===== config.mk =====
export PLATFORM = sky130hd
export DESIGN_NAME = vend_level_sequencer
export DESIGN_NICKNAME = d
export VERILOG_FILES = /design/src/rtl/vend_level_sequencer.sv
export SDC_FILE = /design/constraint.sdc
export NUM_CORES = 1
export LEC_CHECK = 0
export BUFFER_PORTS_ARGS = -buffer_cell sky130_fd_sc_hd__buf_2
export CORE_AREA = 10 10 57 59
export DETAILED_ROUTE_END_ITERATION = 10
export DIE_AREA = 0 0 67 69
export GPL_TIMING_DRIVEN = 0
export PLACE_DENSITY = 0.8
export SYNTH_ARGS = -nofsm -noshare
export SYNTH_HDL_FRONTEND = slang
export SYNTH_SLANG_ARGS = --single-unit

===== constraint.sdc =====
create_clock -name clk -period 3.6 [get_ports clk]
set_clock_uncertainty 0.15 [all_clocks]
set_input_delay 0.18 -clock clk [delete_from_list [all_inputs] [get_ports clk]]
set_output_delay 0.18 -clock clk [all_outputs]
set_load 0.05 [all_outputs]

===== src/rtl/vend_level_sequencer.sv =====
// Target-level sequencer for a 4-bit thermometer drive: accepts a 2-bit code
// through valid/ready, ramps one bit per STEP_CYCLES interval, then pulses done.
module vend_level_sequencer #(
    parameter int STEP_CYCLES = 4,
    parameter int CNT_W       = 8
) (
    input  logic       clk,
    input  logic       rst_n,
    input  logic       in_valid,
    input  logic [1:0] in_code,
    output logic       in_ready,
    output logic [3:0] P_out,
    output logic [1:0] cur_code,
    output logic       busy,
    output logic       done
);

    typedef enum logic [1:0] {
        IDLE = 2'd0,
        RAMP = 2'd1,
        DONE = 2'd2
    } state_t;

    localparam logic [CNT_W-1:0] RELOAD = CNT_W'(STEP_CYCLES - 1);

    state_t           state_q;
    logic [3:0]       p_q;
    logic [CNT_W-1:0] cnt_q;
    logic [1:0]       target_q;
    logic             up_q;
    logic             ready_q;
    logic             busy_q;
    logic             done_q;
    logic [3:0]       p_step_d;
    logic [1:0]       code_step_d;

    // Decode the present thermometer level into its code.
    always_comb begin
        case (p_q)
            4'b0001: cur_code = 2'd0;
            4'b0011: cur_code = 2'd1;
            4'b0111: cur_code = 2'd2;
            4'b1111: cur_code = 2'd3;
            default: cur_code = 2'd0;
        endcase
    end

    // One-bit step toward the target and the code that step lands on.
    always_comb begin
        if (up_q) begin
            p_step_d    = {p_q[2:0], 1'b1};
            code_step_d = cur_code + 2'd1;
        end else begin
            p_step_d    = {1'b0, p_q[3:1]};
            code_step_d = cur_code - 2'd1;
        end
    end

    // Sequencer FSM with registered handshake and status outputs.
    always_ff @(posedge clk) begin
        if (!rst_n) begin
            state_q  <= IDLE;
            p_q      <= 4'b0001;
            cnt_q    <= '0;
            target_q <= 2'd0;
            up_q     <= 1'b0;
            ready_q  <= 1'b1;
            busy_q   <= 1'b0;
            done_q   <= 1'b0;
        end else begin
            case (state_q)
                IDLE: begin
                    if (in_valid && ready_q) begin
                        target_q <= in_code;
                        ready_q  <= 1'b0;
                        if (in_code == cur_code) begin
                            state_q <= DONE;
                            done_q  <= 1'b1;
                        end else begin
                            state_q <= RAMP;
                            busy_q  <= 1'b1;
                            cnt_q   <= RELOAD;
                            up_q    <= (in_code > cur_code);
                        end
                    end else begin
                        ready_q <= 1'b1;
                        busy_q  <= 1'b0;
                        done_q  <= 1'b0;
                    end
                end
                RAMP: begin
                    if (cnt_q != '0) begin
                        cnt_q <= cnt_q - {{(CNT_W-1){1'b0}}, 1'b1};
                    end else begin
                        p_q   <= p_step_d;
                        cnt_q <= RELOAD;
                        if (code_step_d == target_q) begin
                            state_q <= DONE;
                            busy_q  <= 1'b0;
                            done_q  <= 1'b1;
                        end else begin
                            state_q <= RAMP;
                        end
                    end
                end
                DONE: begin
                    state_q <= IDLE;
                    done_q  <= 1'b0;
                    busy_q  <= 1'b0;
                    ready_q <= 1'b1;
                end
                default: begin
                    state_q <= IDLE;
                    p_q     <= 4'b0001;
                    cnt_q   <= '0;
                    ready_q <= 1'b1;
                    busy_q  <= 1'b0;
                    done_q  <= 1'b0;
                end
            endcase
        end
    end

    assign in_ready = ready_q;
    assign P_out    = p_q;
    assign busy     = busy_q;
    assign done     = done_q;

endmodule


==> impl_metrics.json <==
{
  "finalSetupViolCount": 0,
  "synth_cell_types": 33,
  "seqPwrFrac_pct": 47.3,
  "root_buffer": "clkbuf_4",
  "maxCapViolCount": 0,
  "gp_congestion": 0.811,
  "cts.reportedPaths.clkPinSlew_ps": 110,
  "place.port_buffers": 13,
  "drt-initial-drc-count": 43,
  "layout.nets": 143,
  "syn2layout_area_growth_pct": 13.1,
  "synth_nets": 125,
  "final_cells": 162,
  "track_usage_pct": 9.90,
  "ios": 14,
  "crit_type": "reg2reg",
  "fin_crit_sh_pct": 66.6,
  "p_clk_share_pct": 23.4,
  "antenna_cells": 0,
  "fin_setup_tns_ps": 0,
  "drc": 0,
  "drtAntennaViolNets": 0,
  "syn_inst": 117,
  "p_per_area_nw_per_um2": 467,
  "drtPass1Iterations": 4,
  "fin_crit_ps": 2400,
  "drive_gt1_share_pct": 17.9,
  "synth_warnings": 0,
  "status": "completed",
  "ys_ff_latch": 20,
  "first_global_vias": 925,
  "clock_sinks": 20,
  "die_area_sq_um": 4620,
  "synthTopCellsByArea": "dfxtp_1, mux2i_1, xor2_1, nor2_1, ha_1",
  "antenna_found_initial": 0,
  "syn_area_per_cell_sq_um": 8.92,
  "fp.coreArea_sq_um": 2150,
  "cp_data_required_time_ps": 3640,
  "wirelength_microns": 2020,
  "switching_power_mw": 0.179,
  "initial_core_util_pct": 48.6,
  "drt-wirelength-per-cell_microns": 12.4,
  "max_freq_ghz": 0.417,
  "p_sw_share_pct": 32.5,
  "die_h_microns": 69,
  "syn_area_sq_um": 1040,
  "postCtsResizedCells": 0,
  "power.internal_mw": 0.372,
  "final_hold_viol_count": 0,
  "cp_max_fo": 9,
  "avgViaCountPerCell": 5.42,
  "post-cts-setup-buffer-count": 0,
  "grt_max_degree": 12,
  "vdd_drop_max_v": 0.000254,
  "hold_buffers": 0,
  "hold_class": "in2reg",
  "power.leakage_nw": 0.518,
  "relSlewSlack_pct": 43.8,
  "vias": 878,
  "end_kind": "flip-flop",
  "rows": 17,
  "cts_tree": "built",
  "dp_cells": 158,
  "rsz0062_at_grt": "no",
  "crit_arrival_ps": 2440,
  "pwr-share-comb_pct": 29.3,
  "htree_levels": 1,
  "grt-ovfl-total": 0,
  "synthDominantCellAreaShare_pct": 38.4,
  "clockBufferDepth": 2,
  "numCtsBuffers": 3,
  "seq_area_frac_synth_pct": 38.4,
  "yosys.area.top_type": "dfxtp_1",
  "clk_latency_ps": 300,
  "maxSlewViolCount": 0,
  "die_w_microns": 67,
  "startpoint_type": "flip-flop",
  "tightest_slew_ps": 837,
  "grt_pass1_wl_microns": 3870,
  "dp_hpwl_microns": 1560
}
## layer usage
metal  track usage, %  wire length [microns]  vias to the layer above  part of all wire [%]
li1                 -                      -                      442                     -
met1             10.9                    910                      416                    45
met2             16.4                    992                       14                    49
met3             3.22                     81                        6                   4.0
met4             4.52                     31                        0                   1.5
met5                0                      0                        -                     0
## power by group through the flow
| stage | logic, mW | clock network, mW | registers, mW |
|---|---|---|---|
| global route | 0.181 | 0.147 | 0.265 |
| finish | 0.161 | 0.129 | 0.261 |
| floorplan | 0.121 | 0 | 0.276 |
| CTS | 0.163 | 0.137 | 0.261 |
| detailed placement | 0.163 | 0 | 0.266 |
| global placement | 0.159 | 0 | 0.265 |
## state kept, by name, summed over array words and instances, names as in the netlist
register,count
P_out,4
busy,1
cnt_q,8
done,1
in_ready,1
state_q,2
target_q,2
up_q,1
## cell families after synthesis
logic type | Yosys count | share of synthesized area, %
XOR/XNOR | 10 | 8.39
AND/OR/NAND/NOR | 49 | 27.3
buffers and inverters | 10 | 3.84
adder cells (fa/ha/maj) | 3 | 3.60
flip-flops | 20 | 38.4
AO/OA/AOI/OAI | 18 | 11.7
multiplexers | 7 | 6.71
## critical path: stages (launching register included)
cell and delay, ps:
dfxtp_1 430, xnor2_1 130, and3_1 240, ha_1 250, nand2_1 190, a41o_1 200
clkbuf_1 290, o21ai_0 140, nand2_1 200, nor2_1 80
## placed cells by master, fill, tap and decap left out, types with 5 or more instances in the layout
| master | Yosys | routed |
|---|---|---|
| nor2_1 | 12 | 12 |
| xor2_1 | 8 | 8 |
| dfxtp_1 | 20 | 20 |
| inv_1 | 6 | 6 |
| nor2b_1 | 6 | 6 |
| o21ai_0 | 5 | 5 |
| buf_2 | 2 | 15 |
| nand2_1 | 9 | 9 |
| a21oi_1 | 5 | 5 |
| mux2i_1 | 7 | 7 |
## layout make-up
cell class,count,area [sq um]
Fill cell,190,968
Tap cell,28,35.0
Sequential cell,20,400
Multi-Input combinational cell,87,603
Clock buffer,4,36.3
Inverter,6,22.5
Buffer,4,17.5
Timing Repair Buffer,13,65.1
## synth_stat cells (all sizes together)
cell	instances
nor2b	6
xor2	8
o221ai	1
nand4	2
nand3b	2
nor3	4
o21a	1
and3	3
nor4	1
nand2	9
buf	2
nor2	12
o21ai	6
dfxtp	20
ha	3
nand2b	2
mux2i	7
a221o	1
xnor2	2
o211a	1
inv	6
or3	1
a31oi	2
nor4b	1
or4	1
nor3b	2
a41o	1
and2	1
nand3	2
a21oi	5
clkbuf	2
## metrics by stage
step                      hold slack, ps  setup slack (ps)  total power, mW  utilization, %  instance area, sq um
after global routing                9.80               970            0.593            54.9                  1180
after detailed placement             330              1190            0.429            53.2                  1140
after floorplan                      158               760            0.398               -                  1040
after global placement               310              1260            0.424            53.2                  1140
final                               15.9              1200            0.551            54.9                  1180
after CTS                          0.913              1170            0.562            54.9                  1180
## final timing paths
check / startpoint / end / cells past startpoint / slack, ps
setup / recovery: P_out[2]$_SDFFE_PN0P_ / cnt_q[4]$_SDFFE_PN0P_ / 9 / 1200
hold / removal: in_code[1] / target_q[1]$_SDFFE_PN0P_ / 3 / 20
setup reg to reg: P_out[2]$_SDFFE_PN0P_ / cnt_q[4]$_SDFFE_PN0P_ / 9 / 1200
hold reg to reg: done$_SDFFE_PN0P_ / done$_SDFFE_PN0P_ / 2 / 380
Note: power is estimated with default switching activity, not from simulation.
